--- src/rtl/vc_wrr_arbiter_pkg.sv ---
// Shared definitions for the QoS weighted round-robin pop arbiter:
// FSM state encodings, default word geometry, weight field layout and
// the effective-weight helper.
package vc_wrr_arbiter_pkg;

  // Default word geometry of the VC and destination FIFOs
  localparam int ARB_DATA_W   = 32'd6;
  localparam int ARB_DEST_BIT = 32'd4;

  // Error / weight / counter widths; the QoS FSM uses the same error width
  localparam int ERR_W       = 32'd5;
  localparam int WGT_W       = 32'd4;
  localparam int WGT_VC0_LSB = 32'd0;
  localparam int WGT_VC1_LSB = 32'd4;
  localparam int CNT_W       = 32'd4;

  typedef enum logic [1:0] {
    ST_IDLE = 2'b00,
    ST_VC0  = 2'b01,
    ST_VC1  = 2'b10
  } arb_state_e;

  // A programmed weight of zero still grants one pop per turn
  function automatic logic [CNT_W-1:0] eff_weight(input logic [WGT_W-1:0] w);
    logic [CNT_W-1:0] r;
    if (w == 4'd0) begin
      r = 4'd1;
    end else begin
      r = w;
    end
    return r;
  endfunction

endpackage

--- src/rtl/vc_wrr_arbiter_pop_push_pipe.sv ---
// Two-stage source-select / destination-steer pipeline.
// Stage 1 remembers which VC was popped; the VC read data is valid during
// stage 1, so stage 2 captures it and raises the push strobe chosen by the
// destination bit. A pop in cycle n yields a push in cycle n+2.
module vc_wrr_arbiter_pop_push_pipe
  import vc_wrr_arbiter_pkg::*;
#(
  parameter int DATA_W   = ARB_DATA_W,
  parameter int DEST_BIT = ARB_DEST_BIT
) (
  input  logic              clk,
  input  logic              reset,
  input  logic              vc0_pop,
  input  logic              vc1_pop,
  input  logic [DATA_W-1:0] vc0_data,
  input  logic [DATA_W-1:0] vc1_data,
  output logic              s1_valid,
  output logic [DATA_W-1:0] d_data,
  output logic              d0_push,
  output logic              d1_push
);

  logic              s1_valid_r;
  logic              s1_src_r;
  logic [DATA_W-1:0] sel_data_s;
  logic [DATA_W-1:0] d_data_r;
  logic              d0_push_r;
  logic              d1_push_r;

  // Stage 1: record that a pop happened and which VC it came from
  always_ff @(posedge clk or negedge reset) begin
    if (!reset) begin
      s1_valid_r <= 1'b0;
      s1_src_r   <= 1'b0;
    end else begin
      s1_valid_r <= vc0_pop | vc1_pop;
      s1_src_r   <= vc1_pop;
    end
  end

  // Select the read data of the VC popped in the previous cycle
  always_comb begin
    sel_data_s = vc0_data;
    if (s1_src_r) begin
      sel_data_s = vc1_data;
    end else begin
      sel_data_s = vc0_data;
    end
  end

  // Stage 2: register the word and steer it by its destination bit
  always_ff @(posedge clk or negedge reset) begin
    if (!reset) begin
      d_data_r  <= {DATA_W{1'b0}};
      d0_push_r <= 1'b0;
      d1_push_r <= 1'b0;
    end else begin
      d0_push_r <= s1_valid_r & ~sel_data_s[DEST_BIT];
      d1_push_r <= s1_valid_r &  sel_data_s[DEST_BIT];
      if (s1_valid_r) begin
        d_data_r <= sel_data_s;
      end
    end
  end

  assign s1_valid = s1_valid_r;
  assign d_data   = d_data_r;
  assign d0_push  = d0_push_r;
  assign d1_push  = d1_push_r;

endmodule

--- src/rtl/vc_wrr_arbiter.sv ---
// Weighted round-robin pop arbiter between VC0/VC1 and destinations D0/D1.
// Holds the grant FSM, the per-turn grant counter and the pop strobes; the
// data path lives in the pop/push pipeline. Pops are combinational from the
// state so that turn switches cost no bubble; backpressure is taken from
// both almost-full flags because the destination is unknown before the pop.
module vc_wrr_arbiter
  import vc_wrr_arbiter_pkg::*;
#(
  parameter int DATA_W   = ARB_DATA_W,
  parameter int DEST_BIT = ARB_DEST_BIT
) (
  input  logic               clk,
  input  logic               reset,
  input  logic               active_in,
  input  logic [ERR_W-1:0]   error_in,
  input  logic [2*WGT_W-1:0] weights,
  input  logic               vc0_empty,
  input  logic               vc1_empty,
  input  logic [DATA_W-1:0]  vc0_data,
  input  logic [DATA_W-1:0]  vc1_data,
  input  logic               d0_almost_full,
  input  logic               d1_almost_full,
  output logic               vc0_pop,
  output logic               vc1_pop,
  output logic [DATA_W-1:0]  d_data,
  output logic               d0_push,
  output logic               d1_push,
  output logic               arb_idle
);

  arb_state_e       state_r;
  arb_state_e       state_n_s;
  logic [CNT_W-1:0] cnt_r;
  logic [CNT_W-1:0] cnt_n_s;
  logic             enable_s;
  logic             bp_s;
  logic [CNT_W-1:0] w0_s;
  logic [CNT_W-1:0] w1_s;
  logic             vc0_pop_s;
  logic             vc1_pop_s;
  logic             s1_valid_s;
  logic             arb_idle_r;

  assign enable_s = active_in & ~(|error_in);
  assign bp_s     = d0_almost_full | d1_almost_full;
  // Weights are sampled live; a change lands at the next turn-end compare
  assign w0_s     = eff_weight(weights[WGT_VC0_LSB +: WGT_W]);
  assign w1_s     = eff_weight(weights[WGT_VC1_LSB +: WGT_W]);

  // Grant FSM next state, grant counter and pop strobes
  always_comb begin
    state_n_s = state_r;
    cnt_n_s   = cnt_r;
    vc0_pop_s = 1'b0;
    vc1_pop_s = 1'b0;
    case (state_r)
      ST_IDLE: begin
        if (enable_s && !vc0_empty) begin
          state_n_s = ST_VC0;
          cnt_n_s   = 4'd0;
        end else if (enable_s && !vc1_empty) begin
          state_n_s = ST_VC1;
          cnt_n_s   = 4'd0;
        end else begin
          state_n_s = ST_IDLE;
          cnt_n_s   = 4'd0;
        end
      end
      ST_VC0: begin
        vc0_pop_s = ~vc0_empty & ~bp_s & enable_s;
        if (!enable_s) begin
          state_n_s = ST_IDLE;
          cnt_n_s   = 4'd0;
        end else if (vc0_empty) begin
          cnt_n_s = 4'd0;
          if (!vc1_empty) begin
            state_n_s = ST_VC1;
          end else begin
            state_n_s = ST_IDLE;
          end
        end else if (bp_s) begin
          cnt_n_s = cnt_r;
        end else if ((cnt_r + 4'd1) == w0_s) begin
          // Turn exhausted: hand over, or start a fresh turn if VC1 is dry
          cnt_n_s = 4'd0;
          if (!vc1_empty) begin
            state_n_s = ST_VC1;
          end else begin
            state_n_s = ST_VC0;
          end
        end else begin
          cnt_n_s = cnt_r + 4'd1;
        end
      end
      ST_VC1: begin
        vc1_pop_s = ~vc1_empty & ~bp_s & enable_s;
        if (!enable_s) begin
          state_n_s = ST_IDLE;
          cnt_n_s   = 4'd0;
        end else if (vc1_empty) begin
          cnt_n_s = 4'd0;
          if (!vc0_empty) begin
            state_n_s = ST_VC0;
          end else begin
            state_n_s = ST_IDLE;
          end
        end else if (bp_s) begin
          cnt_n_s = cnt_r;
        end else if ((cnt_r + 4'd1) == w1_s) begin
          cnt_n_s = 4'd0;
          if (!vc0_empty) begin
            state_n_s = ST_VC0;
          end else begin
            state_n_s = ST_VC1;
          end
        end else begin
          cnt_n_s = cnt_r + 4'd1;
        end
      end
      default: begin
        state_n_s = ST_IDLE;
        cnt_n_s   = 4'd0;
      end
    endcase
  end

  // State and grant counter registers
  always_ff @(posedge clk or negedge reset) begin
    if (!reset) begin
      state_r <= ST_IDLE;
      cnt_r   <= 4'd0;
    end else begin
      state_r <= state_n_s;
      cnt_r   <= cnt_n_s;
    end
  end

  // Idle flag computed from next-cycle values so it tracks the current
  // state/pipeline exactly: next stage-1 valid is this cycle's pop, next
  // push is this cycle's stage-1 valid
  always_ff @(posedge clk or negedge reset) begin
    if (!reset) begin
      arb_idle_r <= 1'b1;
    end else begin
      arb_idle_r <= (state_n_s == ST_IDLE) & ~(vc0_pop_s | vc1_pop_s) & ~s1_valid_s;
    end
  end

  vc_wrr_arbiter_pop_push_pipe #(
    .DATA_W   (DATA_W),
    .DEST_BIT (DEST_BIT)
  ) u_pipe (
    .clk      (clk),
    .reset    (reset),
    .vc0_pop  (vc0_pop_s),
    .vc1_pop  (vc1_pop_s),
    .vc0_data (vc0_data),
    .vc1_data (vc1_data),
    .s1_valid (s1_valid_s),
    .d_data   (d_data),
    .d0_push  (d0_push),
    .d1_push  (d1_push)
  );

  assign vc0_pop  = vc0_pop_s;
  assign vc1_pop  = vc1_pop_s;
  assign arb_idle = arb_idle_r;

endmodule
--- config.mk ---
export PLATFORM = sky130hd
export DESIGN_NAME = vc_wrr_arbiter
export DESIGN_NICKNAME = d
export VERILOG_FILES = /design/src/rtl/vc_wrr_arbiter_pkg.sv /design/src/rtl/vc_wrr_arbiter_pop_push_pipe.sv /design/src/rtl/vc_wrr_arbiter.sv
export SDC_FILE = /design/constraint.sdc
export NUM_CORES = 1
export LEC_CHECK = 0
export BUFFER_PORTS_ARGS = -buffer_cell sky130_fd_sc_hd__clkbuf_2
export CAP_MARGIN = 30
export CORE_UTILIZATION = 35
export CTS_BUF_LIST = sky130_fd_sc_hd__clkbuf_4 sky130_fd_sc_hd__clkbuf_8
export CTS_CLUSTER_DIAMETER = 150
export DETAILED_ROUTE_END_ITERATION = 10
export PLACE_DENSITY = 0.69
export SYNTH_ARGS = -nofsm -noshare
export SYNTH_HDL_FRONTEND = slang
export SYNTH_SLANG_ARGS = --single-unit
--- constraint.sdc ---
create_clock -name clk -period 6.42 [get_ports clk]
set_input_delay 1.284 -clock clk [delete_from_list [all_inputs] [get_ports clk]]
set_output_delay 1.284 -clock clk [all_outputs]
set_load 0.05 [all_outputs]
==> metrics.md <==
| Metric | Value |
|---|---|
| Setup TNS Final | `0 ps` |
| Cell class contributing the biggest share of worst-path delay | `simple AND/OR/NAND/NOR gates` |
| Number of filler cells placed in the layout | `324` |
| Cell mode on critical path | `clkbuf_2` |
| Share of post-route cells with drive strength above 1 | `0.322` |
| Final layout net count | `215` |
| Unrepaired setup endpoints after global routing | `false` |
| Total power density per cell area | `130 nW/um^2` |
| Max-Cap Viols | `0` |
| Core region area | `3150 sq um` |
| Final RePlAce weighted congestion | `0.949` |
| Mapped Avg Cell Area | `8.84 sq um` |
| Horiz. Die Dim | `60.4 um` |
| Fraction of the cycle the final worst path needs | `0.642` |
| GRT overflow | `0` |
| Max Clock Freq | `243 MHz` |
| Nets in the synthesized netlist | `172` |
| Dominant combinational cell family by area after synthesis | `simple AND/OR/NAND/NOR gates` |
| Total instance count after detailed placement | `217` |
| Worst skew pair latency | `270 ps` |
| Run status | `finished, final reports clean` |
| Antenna violations before repair | `0` |
| WP data required | `5140 ps` |
| Peak supply drop | `0.0493 mV` |
| Port Buffers | `42` |
| Async SR Flop Fraction | `1.00` |
| Distinct cell type count after synthesis | `42` |
| Via count of the first global-routing pass | `984` |
| Simple logic cell fraction of the synthesized area | `0.238` |
| Top FF cell, synth | `dfrtp_1` |
| Routed wirelength normalized by instance count | `11.4 um` |
| Number of vias per cell after detailed routing | `5.11` |
| Tmin final | `4120 ps` |
| Final count of negative-setup-slack endpoints | `0` |
| Critical Path Max Stage Delay | `570 ps` |
| Max stage delay cell, worst path | `or4_1` |
| Critical Path Start | `error_in[1]` |
| Kind of start point of the critical path | `input pin` |
| Violation count after the first detailed-routing iteration | `56` |
| Y dimension of the die | `60.4 um` |
| Crit path setup slack, layout | `2300 ps` |
| Compound-cell area share of the yosys netlist | `0.171` |
| Path class of the lowest-slack min-delay path | `reg -> reg` |
| Number of standard cells after synthesis | `135` |
| Biggest fanout along the worst timing path | `6` |
| Endpoint type of the worst setup path | `output port` |
| Multiplexer area fraction after synthesis | `0.0765` |
| Total via count in the routed design | `1,129` |
| Number of hold violations in the final report | `0` |
| Final WL | `2510 um` |
| Destination of the critical timing path | `vc0_pop` |
| Total of flip-flops plus latches after synthesis | `17` |
| Critical setup path kind | `in -> out` |
| Initial core utilization | `0.379` |
| Routed Antenna Nets | `0` |
| FF-to-FF Start | `cnt_r[0]` |
| Crit. path cell count | `6` |
| Critical path, cell by cell | `clkbuf_2, or4_1, nor3_2, nand2_1, nor2_1, clkbuf_2` |
| Number of sinks driven by the clock tree | `17` |
| Highest-count cells in the layout ignoring fill and taps | `42 x clkbuf_2, 16 x nor2_1, 16 x dfrtp_1, 14 x nand2_1, 8 x mux2i_1` |
| Clk pin slew, worst setup/hold paths | `90 ps` |
| Worst slew margin relative to its limit | `0.704` |
| Setup Skew | `2.79 ps` |
| Pre-CTS worst setup slack | `2330 ps` |
| Die footprint | `3650 sq um` |
| Number of enable-type register cells in the synthesized netlist | `0` |
| First-pass GRT wire length | `4080 um` |
| Buffer depth of the longest clock path | `2` |
| Critical path buffers and inverters | `2` |
| Worst r2r dst | `state_r[1]` |
| # diodes | `0` |
| Final Max Slew Viols | `0` |
| Finished Layout Cells | `221` |
| Worst setup slack for register-to-register paths | `3800 ps` |
| HPWL reported at the end of detailed placement | `2150 um` |
| Commonest non-fill, non-tap cell in the layout | `clkbuf_2` |
| Slew at the pin closest to its max-slew limit | `443 ps` |
| Portion of the post-synthesis area used by sequential elements | `0.357` |
| TritonCTS clock tree | `yes` |
| Count of H-tree levels built during CTS | `1` |
| Post-synthesis share of cell area spent on xor and xnor gates | `0.0660` |
| Count of hold-fix buffers inserted at cts | `0` |
| Buffer cell driving the clock tree root | `clkbuf_4` |
| I/O pin total | `43` |
| Netlist area before placement | `1190 sq um` |
| Number of iterations in the first detailed-routing pass | `4` |
| Total leakage power | `0.640 nW` |
| Worst Reg2Reg Path Length in Cells | `8` |
| Post-CTS setup buffers | `0` |
| Area growth from synthesis to layout | `22.7%` |
| Number of standard-cell rows in the floorplan | `20` |
| Remaining DRCs | `0` |
| Total global-route track usage | `0.148` |
| Number of gates resized after CTS | `0` |
| Pin count of the biggest net entering global routing | `18` |
| Data arrival, critical path | `2840 ps` |
| Clock buffer count from CTS | `3` |
| Number of warnings printed during yosys synthesis | `0` |
| Adder-cell area share of the yosys netlist | `0.0524` |
==> power by group <==
group | leakage (nW) | total, mW | switching [mW] | internal, mW
combinational | 0.419 | 0.0261 | 0.0135 | 0.0126
clock | 0.0184 | 0.0572 | 0.0289 | 0.0283
sequential | 0.203 | 0.107 | 0.000105 | 0.107
total | 0.640 | 0.191 | 0.0425 | 0.148
==> worst reg2reg max path: cells and delay by family, from the launching register on <==
kind	cells	cell delay (ps)
simple gates	3	790
compound gates	3	510
flops	1	490
fa+ha+maj	1	440
mux	1	340
==> area by class of cell <==
class / instances / area [sq um] / area share
multi-input cells: 108 / 721 / 0.492
flip-flops and latches: 17 / 427 / 0.291
repair buffers: 42 / 210 / 0.143
well taps: 44 / 55.1 / 0.0376
clock buffers: 4 / 30.0 / 0.0205
inverters: 6 / 22.5 / 0.0154
==> per-stage QoR <==
| step | hold slack [ps] | instance area (sq um) | util | total power, mW |
|---|---|---|---|---|
| finish | 526 | 1470 | 0.465 | 0.191 |
| global route | 564 | 1470 | 0.465 | 0.202 |
| CTS | 540 | 1470 | 0.465 | 0.195 |
| detailed placement | 517 | 1440 | 0.455 | 0.136 |
| global placement | 479 | 1440 | 0.455 | 0.135 |
| floorplan | 482 | 1190 | - | 0.121 |
==> worst min-delay path by stage <==
stage                      from                to  slack (ps)  cells after the start
6_report       u_pipe.d_data[4]  u_pipe.d_data[4]         530                      2
3_3_place_gp   u_pipe.d_data[4]  u_pipe.d_data[4]         480                      2
3_5_place_dp   u_pipe.d_data[4]  u_pipe.d_data[4]         520                      2
4_1_cts        u_pipe.d_data[4]  u_pipe.d_data[4]         540                      2
2_1_floorplan          cnt_r[1]          cnt_r[1]         480                      2
5_1_grt                cnt_r[2]          cnt_r[2]         560                      1
==> synth_stat cells, drive strengths merged (3+ instances only) <==
cell type  number  area share
dfrtp          16        0.34
nor2           16       0.050
nand2          14       0.044
mux2i           8       0.067
a21oi           6       0.025
inv             6       0.019
o21ai           6       0.028
xnor2           6       0.044
ha              5       0.052
nand2b          5       0.026
nand3           4       0.017
nor3            4       0.025
a31oi           3       0.016
o31ai           3       0.027
or2             3       0.016
xor2            3       0.022
==> sequential cells by signal (all words and copies together) (netlist names) <==
signal,count
u_pipe.d_data,6
cnt_r,4
state_r,2
arb_idle,1
u_pipe.d0_push,1
u_pipe.d1_push,1
u_pipe.s1_src_r,1
u_pipe.s1_valid,1
==> logic make-up (layout without fill, tap and decap cells) <==
group           count (synthesis)  after routing
xor+xnor                        9              9
fa+ha+maj                       5              5
mux                             9              9
compound gates                 28             28
flops                          17             17
buf+inv                        10             52
simple gates                   57             57
==> per-layer routing <==
layer	up-vias	track usage	routed length (um)
met5	-	0	0
met3	2	0.0149	175
li1	558	-	-
met2	54	0.256	1240
met1	515	0.184	1080
met4	0	0.0698	10
(Power assumes the default switching activity.)
